### src/rtl/fetch_unit_pkg.sv
`default_nettype none
// ============================================================================
//  Module      : fetch_unit_pkg
//  Description : Shared constants for the MIPS fetch stage and ControlUnit:
//                opcodes, funct codes, fetch FSM state and fault causes.
//  Revision    : 1.0 - initial release
// ============================================================================
package fetch_unit_pkg;

    // Primary opcodes, instr[31:26]
    localparam logic [5:0] OP_RTYPE  = 6'h00;
    localparam logic [5:0] OP_REGIMM = 6'h01;
    localparam logic [5:0] OP_J      = 6'h02;
    localparam logic [5:0] OP_JAL    = 6'h03;
    localparam logic [5:0] OP_BEQ    = 6'h04;
    localparam logic [5:0] OP_BNE    = 6'h05;

    // R-type funct codes, instr[5:0]
    localparam logic [5:0] FUNCT_JR   = 6'h08;
    localparam logic [5:0] FUNCT_JALR = 6'h09;

    // Fetch sequencer states
    typedef enum logic [1:0] {
        ST_IDLE  = 2'd0,
        ST_REQ   = 2'd1,
        ST_ISSUE = 2'd2,
        ST_FAULT = 2'd3
    } fetch_state_t;

    // Sticky fault cause reported to the core
    typedef enum logic [1:0] {
        CAUSE_NONE     = 2'b00,
        CAUSE_TIMEOUT  = 2'b01,
        CAUSE_MISALIGN = 2'b10
    } fault_cause_t;

    // Opcode field of an instruction word
    function automatic logic [5:0] get_opcode(input logic [31:0] word);
        return word[31:26];
    endfunction

endpackage
`default_nettype wire

### src/rtl/fetch_unit_if.sv
`default_nettype none
// ============================================================================
//  Module      : fetch_unit_if
//  Description : Instruction-memory request/ready bus between the fetch
//                stage (master) and the instruction memory (slave).
//  Revision    : 1.0 - initial release
// ============================================================================
interface fetch_unit_if;

    logic        req;    // request; addr held stable while high
    logic [31:0] addr;   // word address being fetched
    logic        ready;  // rdata valid, completes the request
    logic [31:0] rdata;  // fetched instruction word

    modport master (
        output req,
        output addr,
        input  ready,
        input  rdata
    );

    modport slave (
        input  req,
        input  addr,
        output ready,
        output rdata
    );

endinterface
`default_nettype wire

### src/rtl/fetch_unit_next_pc_calc.sv
`default_nettype none
// ============================================================================
//  Module      : fetch_unit_next_pc_calc
//  Description : Purely combinational next-PC selection for the held
//                instruction: jr/jalr, j/jal, taken branch or sequential.
//  Revision    : 1.0 - initial release
// ============================================================================
module fetch_unit_next_pc_calc
    import fetch_unit_pkg::*;
(
    input  wire logic [31:0] pc_plus4,
    input  wire logic [31:0] instr,
    input  wire logic        branch,
    input  wire logic        jump,
    input  wire logic        branch_taken,
    input  wire logic [31:0] rs_value,
    output logic      [31:0] next_pc
);

    logic [5:0]  w_opcode;
    logic [31:0] w_jump_target;
    logic [31:0] w_branch_offset;

    // Jump beats branch; everything wraps modulo 2^32
    always_comb begin
        w_opcode        = get_opcode(instr);
        w_jump_target   = {pc_plus4[31:28], instr[25:0], 2'b00};
        w_branch_offset = {{14{instr[15]}}, instr[15:0], 2'b00};
        next_pc         = pc_plus4;
        if (jump && (w_opcode == OP_RTYPE)) begin
            next_pc = rs_value;
        end else if (jump && ((w_opcode == OP_J) || (w_opcode == OP_JAL))) begin
            next_pc = w_jump_target;
        end else if (branch && branch_taken) begin
            next_pc = pc_plus4 + w_branch_offset;
        end
    end

endmodule
`default_nettype wire

### src/rtl/fetch_unit.sv
`default_nettype none
// ============================================================================
//  Module      : fetch_unit
//  Description : MIPS instruction-fetch stage. Owns the PC, fetches from a
//                variable-latency memory, holds one instruction for decode
//                until commit, then advances to the computed next PC.
//  Revision    : 1.0 - initial release
// ============================================================================
module fetch_unit
    import fetch_unit_pkg::*;
#(
    parameter logic [31:0] RESET_PC    = 32'h0000_0000,
    parameter int unsigned TIMEOUT_CYC = 255
) (
    input  wire logic        clk,
    input  wire logic        rst_n,
    fetch_unit_if.master     imem,
    output logic      [31:0] instr,
    output logic             instr_valid,
    input  wire logic        commit,
    input  wire logic        branch,
    input  wire logic        jump,
    input  wire logic        branch_taken,
    input  wire logic [31:0] rs_value,
    output logic      [31:0] pc,
    output logic      [31:0] pc_plus4,
    output logic             fault,
    output logic      [1:0]  fault_cause
);

    // Counter only needs to reach TIMEOUT_CYC-1
    localparam int C_CNT_W = (TIMEOUT_CYC > 1) ? $clog2(TIMEOUT_CYC) : 1;

    fetch_state_t r_state;
    fetch_state_t w_state_next;
    fault_cause_t r_cause;
    fault_cause_t w_cause_next;
    logic         w_cause_we;
    logic [31:0]  r_pc;
    logic [31:0]  r_instr;
    logic [31:0]  w_pc_plus4;
    logic [31:0]  w_next_pc;
    logic         w_req;
    logic         w_valid;
    logic         w_load_instr;
    logic         w_load_pc;
    logic         w_timeout;

    assign w_pc_plus4 = r_pc + 32'd4;

    fetch_unit_next_pc_calc u_next_pc_calc (
        .pc_plus4     (w_pc_plus4),
        .instr        (r_instr),
        .branch       (branch),
        .jump         (jump),
        .branch_taken (branch_taken),
        .rs_value     (rs_value),
        .next_pc      (w_next_pc)
    );

    generate
        if (TIMEOUT_CYC != 0) begin : g_timeout
            logic [C_CNT_W-1:0] r_cnt;

            // Count unanswered request cycles; cleared when memory responds
            always_ff @(posedge clk or negedge rst_n) begin
                if (!rst_n) begin
                    r_cnt <= '0;
                end else if (r_state == ST_REQ) begin
                    if (imem.ready) begin
                        r_cnt <= '0;
                    end else begin
                        r_cnt <= r_cnt + 1'b1;
                    end
                end
            end

            assign w_timeout = (r_cnt == C_CNT_W'(TIMEOUT_CYC - 1));
        end else begin : g_no_timeout
            assign w_timeout = 1'b0;
        end
    endgenerate

    // State register; async reset forces IDLE so imem_req drops at once
    always_ff @(posedge clk or negedge rst_n) begin
        if (!rst_n) begin
            r_state <= ST_IDLE;
        end else begin
            r_state <= w_state_next;
        end
    end

    // Next-state decode and per-state strobes
    always_comb begin
        w_state_next = r_state;
        w_req        = 1'b0;
        w_valid      = 1'b0;
        w_load_instr = 1'b0;
        w_load_pc    = 1'b0;
        w_cause_we   = 1'b0;
        w_cause_next = CAUSE_NONE;
        case (r_state)
            ST_IDLE: begin
                w_state_next = ST_REQ;
            end
            ST_REQ: begin
                w_req = 1'b1;
                if (imem.ready) begin
                    w_load_instr = 1'b1;
                    w_state_next = ST_ISSUE;
                end else if (w_timeout) begin
                    w_cause_we   = 1'b1;
                    w_cause_next = CAUSE_TIMEOUT;
                    w_state_next = ST_FAULT;
                end
            end
            ST_ISSUE: begin
                w_valid = 1'b1;
                if (commit) begin
                    // PC takes the target even when it is misaligned
                    w_load_pc = 1'b1;
                    if (w_next_pc[1:0] != 2'b00) begin
                        w_cause_we   = 1'b1;
                        w_cause_next = CAUSE_MISALIGN;
                        w_state_next = ST_FAULT;
                    end else begin
                        w_state_next = ST_REQ;
                    end
                end
            end
            ST_FAULT: begin
                w_state_next = ST_FAULT;
            end
            default: begin
                w_state_next = ST_IDLE;
            end
        endcase
    end

    // PC, held instruction and sticky fault cause
    always_ff @(posedge clk or negedge rst_n) begin
        if (!rst_n) begin
            r_pc    <= RESET_PC;
            r_instr <= 32'h0000_0000;
            r_cause <= CAUSE_NONE;
        end else begin
            if (w_load_pc) begin
                r_pc <= w_next_pc;
            end
            if (w_load_instr) begin
                r_instr <= imem.rdata;
            end
            if (w_cause_we) begin
                r_cause <= w_cause_next;
            end
        end
    end

    assign imem.req    = w_req;
    assign imem.addr   = r_pc;
    assign instr       = r_instr;
    assign instr_valid = w_valid;
    assign pc          = r_pc;
    assign pc_plus4    = w_pc_plus4;
    assign fault       = (r_state == ST_FAULT);
    assign fault_cause = r_cause;

endmodule
`default_nettype wire

### src/flat_wrapper.sv
// flat-port wrapper written by rule: the top's interface ports become plain ports
module fetch_unit_flat import fetch_unit_pkg::*;
#(
    parameter logic [31:0] RESET_PC    = 32'h0000_0000,
    parameter int unsigned TIMEOUT_CYC = 255
)
  (clk, rst_n, instr, instr_valid, commit, branch, jump, branch_taken, rs_value, pc, pc_plus4, fault, fault_cause, imem_req, imem_addr, imem_ready, imem_rdata);
  fetch_unit_if imem_i ();
  input  wire logic clk;
  input  wire logic rst_n;
  output logic      [31:0] instr;
  output logic instr_valid;
  input  wire logic commit;
  input  wire logic branch;
  input  wire logic jump;
  input  wire logic branch_taken;
  input  wire logic [31:0] rs_value;
  output logic      [31:0] pc;
  output logic      [31:0] pc_plus4;
  output logic fault;
  output logic      [1:0] fault_cause;
  output wire logic [$bits(imem_i.req)-1:0] imem_req;
  output wire logic [$bits(imem_i.addr)-1:0] imem_addr;
  input wire logic [$bits(imem_i.ready)-1:0] imem_ready;
  input wire logic [$bits(imem_i.rdata)-1:0] imem_rdata;
  assign imem_req = imem_i.req;
  assign imem_addr = imem_i.addr;
  assign imem_i.ready = imem_ready;
  assign imem_i.rdata = imem_rdata;
  fetch_unit #(.RESET_PC(RESET_PC), .TIMEOUT_CYC(TIMEOUT_CYC)) u_core (.clk(clk), .rst_n(rst_n), .imem(imem_i), .instr(instr), .instr_valid(instr_valid), .commit(commit), .branch(branch), .jump(jump), .branch_taken(branch_taken), .rs_value(rs_value), .pc(pc), .pc_plus4(pc_plus4), .fault(fault), .fault_cause(fault_cause));
endmodule
### config.mk
export PLATFORM = sky130hd
export DESIGN_NAME = fetch_unit_flat
export DESIGN_NICKNAME = d
export VERILOG_FILES = /design/src/rtl/fetch_unit_pkg.sv /design/src/rtl/fetch_unit_if.sv /design/src/rtl/fetch_unit_next_pc_calc.sv /design/src/rtl/fetch_unit.sv /design/src/flat_wrapper.sv
export SDC_FILE = /design/constraint.sdc
export NUM_CORES = 1
export LEC_CHECK = 0
export ABC_CLOCK_PERIOD_IN_PS = 10000
export BUFFER_PORTS_ARGS = -buffer_cell sky130_fd_sc_hd__buf_2
export CAP_MARGIN = 20
export CORE_MARGIN = 1.5
export CORE_UTILIZATION = 57
export DETAILED_ROUTE_END_ITERATION = 16
export GPL_TIMING_DRIVEN = 0
export PLACE_DENSITY = 0.88
export SLEW_MARGIN = 20
export SYNTH_ARGS = -nofsm -noshare
export SYNTH_HDL_FRONTEND = slang
export SYNTH_SLANG_ARGS = --single-unit
### constraint.sdc
create_clock -name clk -period 10 [get_ports clk]
set_input_delay 1.5 -clock clk [delete_from_list [all_inputs] [get_ports clk]]
set_output_delay 1.5 -clock clk [all_outputs]
set_load 0.005 [all_outputs]
==> impl_results.md <==
- # IOs: between 200 and 250
- Delay-heaviest family, CP: simple AND/OR/NAND/NOR gates
- Max Slew Vio Count: 0
- Worst setup SP type: register
- Status: finished clean
- Mapped Area: ~6400 um^2
- Ranking of synthesized cells by area: dfrtp_1 30%, ha_1 8.2%, a21oi_1 6.3%, mux2_2 5.8%, xnor2_1 5.1%
- Number of hold violations in the final report: 0
- Critical path arrival: 2.64 ns
- PwrDens: 368 nW/um^2
- Final min period: between 4 and 5 ns
- Final Cycle Share: approximately 41%
- Layout area overhead: 22.3%
- Post-DP HPWL: 16.3 mm
- Top FF cell, synth: dfrtp_1
- Vias per inst: ~6.3
- Drt wl/cell: 19.1 um
- GRT Overall Usage: 36.1%
- Setup Buffers After CTS: 0
- Syn nets: around 870
- WP data required: 8.50 ns
- Sequential area share after synthesis: between 20% and 30%
- Max cap viols: 0
- CP max FO: 6
- Syn Area/Cell: 8.46 um^2
- Worst-path cell chain: ha_1, and3_2, clkbuf_2, nand4_1, nor2_1, xor2_1, buf_2
- Vias in the first global route: 6461
- Asr flop ratio synth: 100%
- Drt drc: 0
- Setup CP Type: register to primary output
- Hold_ws: 0.485 ns
- Die width: around 110 um
- Area of the core: 10900 um^2
- Cell accounting for the most synthesized area: dfrtp_1
- CTS clk-pin slew, worst paths: 0.08 ns
- Max IR drop VDD: 0.234 mV
- Synth cell types: 67
- Clock Root Buffer: clkbuf_8
- Final net count: 1085
- Hold crit path type: register to register
- Buf/Inv on CP: 2
- FF+latch count, synth: 76
- Clock skew after layout: ~0.018 ns
- Leakage: 3.79 nW
- H-tree depth: 3
- Skew-Pair Late Insertion Delay: roughly 0.37 ns
- Crit path largest cell delay: just over 0.5 ns
- CTS Hold Buffers Added: 0
- Gpl congestion: 1.03
- Gr ovfl total: 0
- DRT Wirelength: between 20 and 25 mm
- Post-DRT Antenna Nets: 0
- Unrepaired setup endpoints after global routing: no
- Slew headroom: 28.9%
- Number of enable flip-flop cells after synthesis: 0
- Share of layout cells above drive strength 1: roughly 31%
- First-pass GRT wire length: 32.9 mm
- Initial DRC Count: 784
- Die ar.: 11900 um^2
- Num CTS Buffers: 9
- Max Buffers Root-to-Sink: 2
- Actual slew at the worst max-slew pin: between 1 and 1.5 ns
- Crit-path slowest cell: dfrtp_1
- Final setup violation count: 0
- CP Capture Type: primary output
- PortBufs: 202
- CTS tree: yes
- Setup TNS: 0 ns
- Die H: 109 um
- Synth warnings: 0
- Initial Util: 58.8%
- Top-count cell post-synth: a21oi_1
- Post-synth top area share: between 20% and 30%
- Routed vias: 7012
- Pre-antenna DRT Iters: 5
- Cells after synthesis: about 760
- CTS sink count: 76
- Initial antenna violation count: 2
- Largest net degree at the start of global routing: 57
- Rows: 38
- Post-synth top cells: 80 x a21oi_1, 76 x dfrtp_1, 72 x nand2_1
- Post-CTS Resized: 0
- Overall power: 2.88 mW
- Fin util: 71.9%
- Fmax: about 240 MHz
[sequential cells by signal, indices dropped and copies added, names as in the netlist]
register / flops
u_core.fault_cause: 2
u_core.instr: 32
u_core.imem.addr: 32
u_core.r_state: 2
u_core.g_timeout.r_cnt: 8
[final timing paths]
kind                                       start                     to  slack [ns]  cells past startpoint
min reg2reg                u_core.fault_cause[0]  u_core.fault_cause[0]        0.49                      2
min in group asynchronous                  rst_n        u_core.instr[5]        1.02                      1
min                        u_core.fault_cause[0]  u_core.fault_cause[0]        0.49                      2
max                          u_core.imem.addr[2]           pc_plus4[26]        5.86                      7
max in group asynchronous                  rst_n   u_core.imem.addr[21]        8.38                      2
max reg2reg                  u_core.imem.addr[2]   u_core.imem.addr[27]        5.86                     16
[area by class of cell]
type,count,area [um^2]
multi-input cells,594,4030
well taps,140,175
fillers,853,3060
plain buffers,72,414
repair buffers,203,1040
clock buffers,10,138
clock inverters,6,70.1
diodes,1,2.50
inverters,15,56.3
flip-flops and latches,76,1900
[cells in the final DEF, fill, tap and decap left out, types with 13 or more instances in the layout]
cell	count
nor3_1	13
xor2_1	18
dfrtp_1	76
xnor2_1	37
buf_2	206
a21o_1	14
o21ai_0	42
nand2_1	72
clkbuf_1	25
ha_1	42
buf_4	35
a21oi_1	80
inv_1	15
nor2_1	55
nand4_1	16
mux2_2	33
nand3_1	21
[through the flow]
step | setup WS, ns | instances | area (um^2)
final | 5.86 | 1117 | 7830
after floorplan | 6.63 | 757 | 6410
after CTS | 5.95 | 1116 | 7830
after detailed placement | 6.00 | 1100 | 7620
after global placement | 5.97 | 1099 | 7590
after global routing | 5.68 | 1116 | 7830
[layer usage]
metal	GRT usage [%]	part of all wire (%)	wire length (um)	vias up
li1	-	-	-	3167
met1	48.2	39	8230	3266
met5	0	0.056	12	-
met3	5.26	11	2400	99
met2	57.1	46	9730	478
met4	18.2	4.7	1000	2
[power breakdown]
| group | internal (mW) | switching (mW) | total (mW) |
|---|---|---|---|
| Clock | 0.124 | 0.131 | 0.255 |
| Sequential | 0.443 | 0.222 | 0.664 |
| Combinational | 0.893 | 1.07 | 1.97 |
| Total | 1.46 | 1.43 | 2.88 |
[tightest hold or removal path, cell delays in order, from the launching register on]
cell and delay [ns]:
dfrtp_1 0.35, nand2_1 0.05, nand2_1 0.05
[logic make-up (layout without fill, tap and decap cells)]
kind of cell    count (synthesis)  in the layout  synth area share [%]
flops                          76             76                  29.7
xor+xnor                       57             57                  8.20
compound gates                219            219                  21.1
simple gates                  235            235                  18.2
mux                            40             40                  6.89
buf+inv                        87            306                  7.34
fa+ha+maj                      43             43                  8.52
other cells                     0              1                     0
No activity file was read; power rests on OpenSTA's default activity.
